File: src/rtl/vga_pkg.sv
// Shared constants and types for the VGA pixel path: active-area size,
// background pattern codes and the 4:4:4 colour word.
package vga_pkg;

  localparam int H_ACTIVE = 640;
  localparam int V_ACTIVE = 480;

  typedef enum logic [1:0] {
    PAT_BLACK = 2'b00,
    PAT_BARS  = 2'b01,
    PAT_GRAD  = 2'b10,
    PAT_CHECK = 2'b11
  } pat_e;

  typedef struct packed {
    logic [3:0] r;
    logic [3:0] g;
    logic [3:0] b;
  } rgb444;

endpackage

File: src/rtl/vga_box_motion.sv
// Bouncing-box position state: moves STEP pixels per frame tick on each axis,
// clamping to the wall and reversing direction when a wall is reached.
module vga_box_motion #(
  parameter int BOX_SIZE = 32,
  parameter int STEP     = 2,
  parameter int H_ACTIVE = 640,
  parameter int V_ACTIVE = 480
) (
  input  logic       clk,
  input  logic       rst,
  input  logic       frame_tick,
  output logic [9:0] box_x,
  output logic [8:0] box_y
);

  localparam logic [10:0] XLIM = 11'(H_ACTIVE - BOX_SIZE);
  localparam logic [9:0]  YLIM = 10'(V_ACTIVE - BOX_SIZE);

  logic        dir_x;
  logic        dir_y;
  logic [10:0] sum_x;
  logic [9:0]  sum_y;

  // One bit of headroom so the forward step can never wrap past the wall test.
  assign sum_x = {1'b0, box_x} + 11'(STEP);
  assign sum_y = {1'b0, box_y} + 10'(STEP);

  always_ff @(posedge clk or posedge rst) begin
    if (rst) begin
      box_x <= '0;
      dir_x <= 1'b1;
    end else if (frame_tick) begin
      if (dir_x && (sum_x >= XLIM)) begin
        box_x <= XLIM[9:0];
        dir_x <= 1'b0;
      end else if (!dir_x && (box_x <= 10'(STEP))) begin
        box_x <= '0;
        dir_x <= 1'b1;
      end else if (dir_x) begin
        box_x <= sum_x[9:0];
      end else begin
        box_x <= box_x - 10'(STEP);
      end
    end
  end

  always_ff @(posedge clk or posedge rst) begin
    if (rst) begin
      box_y <= '0;
      dir_y <= 1'b1;
    end else if (frame_tick) begin
      if (dir_y && (sum_y >= YLIM)) begin
        box_y <= YLIM[8:0];
        dir_y <= 1'b0;
      end else if (!dir_y && (box_y <= 9'(STEP))) begin
        box_y <= '0;
        dir_y <= 1'b1;
      end else if (dir_y) begin
        box_y <= sum_y[8:0];
      end else begin
        box_y <= box_y - 9'(STEP);
      end
    end
  end

endmodule

File: src/rtl/vga_box_renderer.sv
// Pixel stage behind VGA_Driver: background pattern with a bouncing box on top,
// two-cycle pipeline with HSync/VSync delayed to stay aligned with RGB.
module vga_box_renderer
  import vga_pkg::*;
#(
  parameter int          BOX_SIZE = 32,
  parameter int          STEP     = 2,
  parameter logic [11:0] BOX_RGB  = 12'hFFF
) (
  input  logic       clk,
  input  logic       rst,
  input  logic       HSync_in,
  input  logic       VSync_in,
  input  logic       blanking,
  input  logic [9:0] x,
  input  logic [8:0] y,
  input  logic [1:0] pattern,
  output logic [3:0] vgaRed,
  output logic [3:0] vgaGreen,
  output logic [3:0] vgaBlue,
  output logic       HSync,
  output logic       VSync
);

  logic       vs_q;
  logic       frame_tick;
  pat_e       pat_q;
  logic [9:0] box_x;
  logic [8:0] box_y;
  logic       hit;
  rgb444      bg;

  logic       hit_p1;
  logic       blank_p1;
  logic       hs_p1;
  logic       vs_p1;
  rgb444      bg_p1;

  rgb444      rgb_p2;
  logic       hs_p2;
  logic       vs_p2;

  function automatic logic [3:0] sat_grad(input logic [3:0] v);
    return (v > 4'd9) ? 4'd9 : v;
  endfunction

  // Ticks fall inside vertical blanking, so latching pattern/position here never tears.
  assign frame_tick = vs_q & ~VSync_in;

  always_ff @(posedge clk or posedge rst) begin
    if (rst) begin
      vs_q  <= 1'b1;
      pat_q <= PAT_BLACK;
    end else begin
      vs_q <= VSync_in;
      if (frame_tick) pat_q <= pat_e'(pattern);
    end
  end

  vga_box_motion #(
    .BOX_SIZE (BOX_SIZE),
    .STEP     (STEP),
    .H_ACTIVE (H_ACTIVE),
    .V_ACTIVE (V_ACTIVE)
  ) u_motion (
    .clk        (clk),
    .rst        (rst),
    .frame_tick (frame_tick),
    .box_x      (box_x),
    .box_y      (box_y)
  );

  always_comb begin
    bg = '0;
    case (pat_q)
      PAT_BARS: begin
        bg.r = {4{x[7]}};
        bg.g = {4{x[8]}};
        bg.b = {4{x[9]}};
      end
      PAT_GRAD: begin
        bg.r = sat_grad(x[9:6]);
        bg.g = y[8:5];
      end
      PAT_CHECK: bg = (x[5] ^ y[5]) ? rgb444'(12'hFFF) : rgb444'(12'h000);
      default:   bg = '0;
    endcase
  end

  assign hit = (x >= box_x) && ({1'b0, x} < ({1'b0, box_x} + 11'(BOX_SIZE))) &&
               (y >= box_y) && ({1'b0, y} < ({1'b0, box_y} + 10'(BOX_SIZE)));

  // Stage 1: hit flag, background colour, blanking and sync capture
  always_ff @(posedge clk or posedge rst) begin
    if (rst) begin
      hit_p1   <= 1'b0;
      bg_p1    <= '0;
      blank_p1 <= 1'b1;
      hs_p1    <= 1'b1;
      vs_p1    <= 1'b1;
    end else begin
      hit_p1   <= hit;
      bg_p1    <= bg;
      blank_p1 <= blanking;
      hs_p1    <= HSync_in;
      vs_p1    <= VSync_in;
    end
  end

  // Stage 2: final colour select and sync outputs
  always_ff @(posedge clk or posedge rst) begin
    if (rst) begin
      rgb_p2 <= '0;
      hs_p2  <= 1'b1;
      vs_p2  <= 1'b1;
    end else begin
      rgb_p2 <= blank_p1 ? rgb444'(12'h000) : (hit_p1 ? rgb444'(BOX_RGB) : bg_p1);
      hs_p2  <= hs_p1;
      vs_p2  <= vs_p1;
    end
  end

  assign vgaRed   = rgb_p2.r;
  assign vgaGreen = rgb_p2.g;
  assign vgaBlue  = rgb_p2.b;
  assign HSync    = hs_p2;
  assign VSync    = vs_p2;

endmodule
File: config.mk
export PLATFORM = sky130hd
export DESIGN_NAME = vga_box_renderer
export DESIGN_NICKNAME = d
export VERILOG_FILES = /design/src/rtl/vga_pkg.sv /design/src/rtl/vga_box_motion.sv /design/src/rtl/vga_box_renderer.sv
export SDC_FILE = /design/constraint.sdc
export NUM_CORES = 1
export LEC_CHECK = 0
export BUFFER_PORTS_ARGS = -buffer_cell sky130_fd_sc_hd__buf_2
export CAP_MARGIN = 25
export CORE_ASPECT_RATIO = 1.5
export CORE_MARGIN = 2
export CORE_UTILIZATION = 55
export CTS_BUF_LIST = sky130_fd_sc_hd__clkbuf_2 sky130_fd_sc_hd__clkbuf_4 sky130_fd_sc_hd__clkbuf_8
export CTS_CLUSTER_SIZE = 40
export DETAILED_ROUTE_END_ITERATION = 7
export HOLD_SLACK_MARGIN = 0.06
export PLACE_DENSITY = 0.74
export SLEW_MARGIN = 20
export SYNTH_ARGS = -nofsm -noshare
export SYNTH_HDL_FRONTEND = slang
export SYNTH_HIERARCHICAL = 1
export SYNTH_SLANG_ARGS = --single-unit
File: constraint.sdc
create_clock -name clk -period 3.25 [get_ports clk]
set_clock_uncertainty 0.2 [all_clocks]
set_input_delay 0.325 -clock clk [delete_from_list [all_inputs] [get_ports clk]]
set_output_delay 0.325 -clock clk [all_outputs]
set_load 0.01 [all_outputs]
==> impl_metrics.json, run 1 <==
{
  "outcome": "complete, no violations",
  "hold_path_class": "input pin to flip-flop",
  "ys_seq_area_frac": 0.3354,
  "async_reset_ff_frac": 1.000,
  "netlist_instances": 397,
  "post-route-util": 0.6234,
  "clock_sinks": 45,
  "nFillCells": 512,
  "portBuffers": 39,
  "seq_power_share": 0.437,
  "rrSetupSlack_ns": 0.61,
  "grt.total_usage": 0.2352,
  "yosys_warnings": 6,
  "core_area_um2": 6043,
  "grt_max_degree": 27,
  "rsz0062_at_grt": "no",
  "post_cts_buffers": 0,
  "crit_chain": "nand3_2 -> nor3_1 -> nor3_1 -> a221oi_4 -> nand3_4 -> o311ai_2",
  "critPathArrivalTime_ns": 2.65,
  "h-tree-depth": 2,
  "drive_above_1_share": 0.1594,
  "cp.buffers_inverters": 0,
  "dp_hpwl_um": 5790,
  "multi_input_area_um2": 1992,
  "critPathLaunchType": "flip-flop",
  "syn_area_per_cell_um2": 8.522,
  "final_cell_mix": "buf_2 (39), dfrtp_1 (38), inv_1 (37), ha_1 (36), nor2_1 (34)",
  "grt_overflow": 0,
  "slew_viol_final": 0,
  "crit_type": "flip-flop to flip-flop",
  "syn-cell-area_um2": 3383,
  "cap_violations": 0,
  "start_util": 0.5598,
  "critical_path.top_delay_family": "simple AND/OR/NAND/NOR gates",
  "period_share": 0.8118,
  "p_per_area_nw_per_um2": 431.5,
  "remaining_drc_errors": 0,
  "vias": 2964,
  "crit_slowest_cell": "dfrtp_1",
  "combPwrFrac": 0.286,
  "cts.clk_slew.worst_paths_ns": 0.09,
  "io_pins": 40,
  "synth_seq_cells": 45,
  "synth_edf_count": 0,
  "cp_data_required_time_ns": 3.26,
  "final_common_cell": "buf_2",
  "n_antenna_cell": 0,
  "path_common_cell": "nor3_1",
  "relSlewSlack": 0.4589,
  "drt-total-wl_um": 7582,
  "clkLatencyLatePin_ns": 0.30,
  "finalHoldViolCount": 0,
  "synth_flop_cell": "dfrtp_1",
  "cp-end-kind": "flip-flop",
  "die-height_um": 100.1,
  "routed_via_density": 5.846,
  "clk_path_buf_depth": 2,
  "power_leakage_nw": 1.778,
  "die_w_um": 68.04,
  "first_iter_violations": 181,
  "cts_root_buf": "clkbuf_8",
  "ys_types": 62,
  "fin_nets": 494,
  "power.total_mw": 1.626,
  "vdd_drop_max_mv": 0.2168,
  "tns_ns": 0,
  "cts_resized": 0,
  "crit_fanout": 14,
  "first_global_vias": 2764,
  "rows": 35,
  "power.switching_uw": 548.9,
  "worst_pin_slew_ns": 0.8108,
  "fmax_mhz": 379.0,
  "p_int_mw": 1.077,
  "cts_made_buffers": 5,
  "swShare": 0.3376,
  "antenna_found_initial": 0,
  "p_clk_frac": 0.277,
  "slowest_delay_ns": 0.60,
  "dieArea_um2": 6808,
  "ant_nets": 0,
  "cts_tree": "built",
  "firstDrtPassIters": 4,
  "seq_area_um2": 1135,
  "routedWlPerCell_um": 14.95,
  "area_growth_pct": 11.35,
  "hold_buffers": 6,
  "gp_congestion": 0.8482,
  "grt_first_pass_wirelength_um": 12450,
  "finalSetupViolations": 0,
  "period_minus_slack_ns": 2.638
}
worst min-delay path, stage by stage:
cell and delay, ns:
buf_2 0.14, nand3_1 0.08, o21ai_0 0.06
layer usage:
metal | vias to the layer above | part of all wire | track usage
li1 | 1479 | - | -
met1 | 1392 | 0.41 | 0.2600
met2 | 76 | 0.54 | 0.4354
met3 | 17 | 0.029 | 0.03251
met4 | 0 | 0.022 | 0.09077
met5 | - | 0 | 0
cells by family (layout without fill, tap and decap cells):
logic type	Yosys count	after routing	synth area share
buf+inv	59	94	0.07692
compound gates	105	105	0.2067
mux	1	1	0.002959
xor+xnor	8	8	0.02071
fa+ha+maj	36	36	0.1331
simple gates	142	142	0.2230
other cells	1	2	0.001108
flops	45	45	0.3354
worst paths after layout:
kind,startpoint,endpoint,cells past startpoint
worst max-delay path,u_motion/box_x[5]$_DFFE_PP0P_,u_motion/box_x[3]$_DFFE_PP0P_,6
worst min-delay path,y[5],bg_p1[4]$_DFF_PP0_,3
worst max register to register,u_motion/box_x[5]$_DFFE_PP0P_,u_motion/box_x[3]$_DFFE_PP0P_,6
worst min register to register,hs_p1$_DFF_PP1_,HSync$_DFF_PP1_,0
max in group asynchronous,rst,u_motion/box_y[6]$_DFFE_PP0P_,3
min in group asynchronous,rst,bg_p1[11]$_DFF_PP0_,3
cell type report:
type,instances,share of cell area
tap,74,0.02458
clock buffer,6,0.02192
clock inverter,2,0.009963
multi-input combinational,294,0.5287
inverter,38,0.03786
timing repair buffer,48,0.07572
sequential,45,0.3012
synthesized netlist by cell type, drive strengths merged, types with 2 or more instances:
master,instances,area share
o21a,3,0.0067
and4,2,0.0052
or3,3,0.0070
xor2,2,0.0052
a21o,5,0.011
dfrtp,38,0.28
o31a,3,0.0078
nand4,7,0.013
nor3b,4,0.0089
nand3,19,0.033
nor4,8,0.017
a211oi,7,0.017
and3,5,0.0092
a21oi,27,0.041
xnor2,6,0.016
dfstp,7,0.054
buf,11,0.024
ha,36,0.13
inv,37,0.041
a22o,2,0.0052
o31ai,2,0.0044
nor2b,9,0.017
o21ai,36,0.057
and3b,2,0.0052
clkbuf,10,0.011
and2,5,0.0092
a31oi,6,0.011
o311ai,2,0.0096
nand2,30,0.033
and4b,2,0.0059
nor3,8,0.012
nor2,35,0.041
power by group through the flow:
stage	clock [mW]	combinational [mW]	sequential [mW]
final	0.451	0.464	0.711
after global routing	0.493	0.529	0.724
after CTS	0.465	0.464	0.711
after detailed placement	0	0.456	0.722
after global placement	0	0.443	0.717
after floorplan	0	0.367	0.686
per-stage QoR:
stage | std cells | hold WS (ns) | area (µm²) | setup WS [ns]
4_1_cts | 506 | 0.1513 | 3752 | 0.6234
2_1_floorplan | 398 | 0.07465 | 3387 | 1.013
6_report | 507 | 0.1546 | 3767 | 0.6118
5_1_grt | 507 | 0.1487 | 3767 | 0.4542
3_3_place_gp | 492 | 0.1470 | 3572 | 0.7966
3_5_place_dp | 492 | 0.1475 | 3572 | 0.6593
flip-flops by register name (all words and copies together) (netlist names), 2 cells and up:
signal and count:
bg_p1 9, pat_q 2, u_motion/box_x 9, u_motion/box_y 8, vgaGreen 4, vgaRed 4
(Power assumes the default switching activity.)
==> inputs of run 2 (changes only) <==
- ABC_AREA: default -> 1
- PLACE_DENSITY: 0.74 -> 0.77
- clock period: 3.25 -> 2.1 ns (I/O delays scaled with it)
==> run 2 against run 1 <==
Combinational power grew to 4.2 times the previous value. Final area up 7.6%. Fmax is 30% higher. Non-clock buffer count rose by 13. Core utilization grew 3.3 points. Sequential power grew 84%. Global-route usage is 0.066 points higher. Critical endpoint is now hit_p1$_DFF_PP0_. Largest cell class unchanged. Largest power group is now combinational cells.
==> impl_metrics.json, run 2 <==
{
  "yosys-top-cells-count": "nand2_1 (129), inv_1 (63), nor2_1 (59), nand3_1 (51), dfrtp_1 (38)",
  "worst_pin_slew_ns": 0.7537,
  "area_growth_pct": 14.97,
  "slew_viol_final": 0,
  "syn_area_per_cell_um2": 7.169,
  "cp-end-kind": "flip-flop",
  "power_leakage_nw": 2.158,
  "finalHoldViolCount": 0,
  "synth.area.top_cells": "dfrtp_1 (27%), nand2_1 (14%), ha_1 (13%)",
  "period_share": 0.9662,
  "drive_above_1_share": 0.1679,
  "synth_top_cell_by_area": "dfrtp_1",
  "rsz0062_at_grt": "no",
  "ys_seq_area_frac": 0.3217,
  "async_reset_ff_frac": 1.000,
  "routed_via_density": 5.244,
  "yosys_warnings": 6,
  "rows": 35,
  "remaining_drc_errors": 0,
  "grt_overflow": 0,
  "first_global_vias": 3138,
  "core_area_um2": 6175,
  "post-place-ws_ns": 0.1375,
  "synth_edf_count": 0,
  "gp_congestion": 0.9166,
  "die-height_um": 102.1,
  "antenna_found_initial": 0,
  "final_common_cell": "nand2_1",
  "grt_max_degree": 23,
  "synth_seq_cells": 45,
  "reg.largest.list": "bg_p1: 9 flops, u_motion/box_x: 9 flops, u_motion/box_y: 8 flops",
  "syn-cell-area_um2": 3527,
  "routedWlPerCell_um": 12.72,
  "cap_violations": 0,
  "netlist.area_leader.share": 0.2696,
  "cp_data_required_time_ns": 2.13,
  "io_pins": 40,
  "post_dp_cell_area_um2": 3802,
  "grt.total_usage": 0.2358,
  "clk_path_buf_depth": 2,
  "grt_first_pass_wirelength_um": 13740,
  "placed_cells": 602,
  "drt-total-wl_um": 7913,
  "clock_sinks": 45,
  "hold_path_class": "input pin to flip-flop",
  "hp-start": "x[7]",
  "die_w_um": 69.39,
  "final_cell_mix": "nand2_1 (129), inv_1 (63), nor2_1 (59), nand3_1 (51), buf_2 (39)",
  "vias": 3262,
  "cts.clk_slew.worst_paths_ns": 0.08,
  "period_minus_slack_ns": 2.029,
  "dp_hpwl_um": 6080,
  "finalSetupViolations": 0,
  "post_cts_buffers": 0,
  "synth.most_common_cell": "nand2_1",
  "dieArea_um2": 7083,
  "cts_made_buffers": 5,
  "cts_root_buf": "clkbuf_8",
  "critPathLaunchType": "flip-flop",
  "vdd_drop_max_mv": 0.5554,
  "n_antenna_cell": 0,
  "clkLatencyLatePin_ns": 0.29,
  "relSlewSlack": 0.4970,
  "crit_type": "flip-flop to flip-flop",
  "synth_flop_cell": "dfrtp_1",
  "postLayoutSetupSlackWorst_ns": 0.07098,
  "first_iter_violations": 127,
  "start_util": 0.5712,
  "cts_tree": "built",
  "ys_types": 38,
  "crit_fanout": 9,
  "fin_cells": 622,
  "ant_nets": 0,
  "outcome": "complete, no violations",
  "fin_area_um2": 4055,
  "tns_ns": 0,
  "h-tree-depth": 2,
  "fmax_mhz": 492.8,
  "netlist_instances": 492,
  "holdWs_ns": 0.06423,
  "portBuffers": 39,
  "startpoint": "u_motion/box_y[6]$_DFFE_PP0P_",
  "fin_nets": 609,
  "critPathArrivalTime_ns": 2.06,
  "r2r-start": "u_motion/box_y[6]$_DFFE_PP0P_",
  "p_per_area_nw_per_um2": 976.7,
  "firstDrtPassIters": 4
}
## run 2: routing by layer
layer | GRT usage | vias to the layer above | wire [µm]
met5 | 0 | - | 0
li1 | - | 1664 | -
met2 | 0.4660 | 64 | 4346
met3 | 0.02564 | 12 | 224
met1 | 0.2586 | 1522 | 3164
met4 | 0.08446 | 0 | 177
## run 2: final timing paths
path | endpoint | slack (ns) | depth (start not counted)
setup / recovery | hit_p1$_DFF_PP0_ | 0.07 | 10
max in group asynchronous | u_motion/box_y[6]$_DFFE_PP0P_ | 0.77 | 3
setup reg to reg | hit_p1$_DFF_PP0_ | 0.07 | 10
hold / removal | bg_p1[9]$_DFF_PP0_ | 0.06 | 3
hold reg to reg | HSync$_DFF_PP1_ | 0.16 | 0
min in group asynchronous | vgaGreen[1]$_DFF_PP0_ | 0.16 | 3
## run 2: layout make-up
| cell class | instances | area, µm² |
|---|---|---|
| Multi-Input combinational cell | 366 | 2057 |
| Clock inverter | 1 | 30.03 |
| Timing Repair Buffer | 61 | 390.4 |
| Tap cell | 74 | 92.59 |
| Sequential cell | 45 | 1140 |
| Fill cell | 549 | 2120 |
| Inverter | 68 | 255.2 |
| Clock buffer | 7 | 90.09 |
## run 2: timing repair
action                     CTS  global route
setup endpoints to repair    0             9
hold buffers                12             0
hold endpoints to repair    50             0
resized for setup            0             5
## run 2: logic make-up after synthesis
family / Yosys count / synth area share
flip-flops: 45 / 0.3217
AO/OA/AOI/OAI: 44 / 0.07379
AND/OR/NAND/NOR: 266 / 0.3306
buffers and inverters: 82 / 0.09826
other: 1 / 0.001063
XOR/XNOR: 18 / 0.04683
adder cells (fa/ha/maj): 36 / 0.1277
## run 2: metrics by stage
stage,total power [mW],util
2_1_floorplan,2.732,-
3_3_place_gp,3.177,0.6158
3_5_place_dp,3.236,0.6158
4_1_cts,3.957,0.6547
5_1_grt,4.355,0.6567
6_report,3.960,0.6567
## run 2: critical path: stages, from the launching register on
cell and delay (ns):
dfrtp_2 0.48, ha_1 0.24, xnor2_1 0.13, ha_1 0.29
nand2_1 0.08, nand2_1 0.07, nand3_1 0.07, nand3_1 0.10
nor2_1 0.13, nand2_1 0.08, nor2_2 0.10
## run 2: power breakdown
| part | switching, mW | leakage, nW | internal, mW | total (mW) |
|---|---|---|---|---|
| Clock | 0.290 | 0.0619 | 0.401 | 0.692 |
| Sequential | 0.250 | 0.561 | 1.06 | 1.31 |
| Combinational | 1.18 | 1.53 | 0.783 | 1.96 |
| Total | 1.72 | 2.16 | 2.24 | 3.96 |
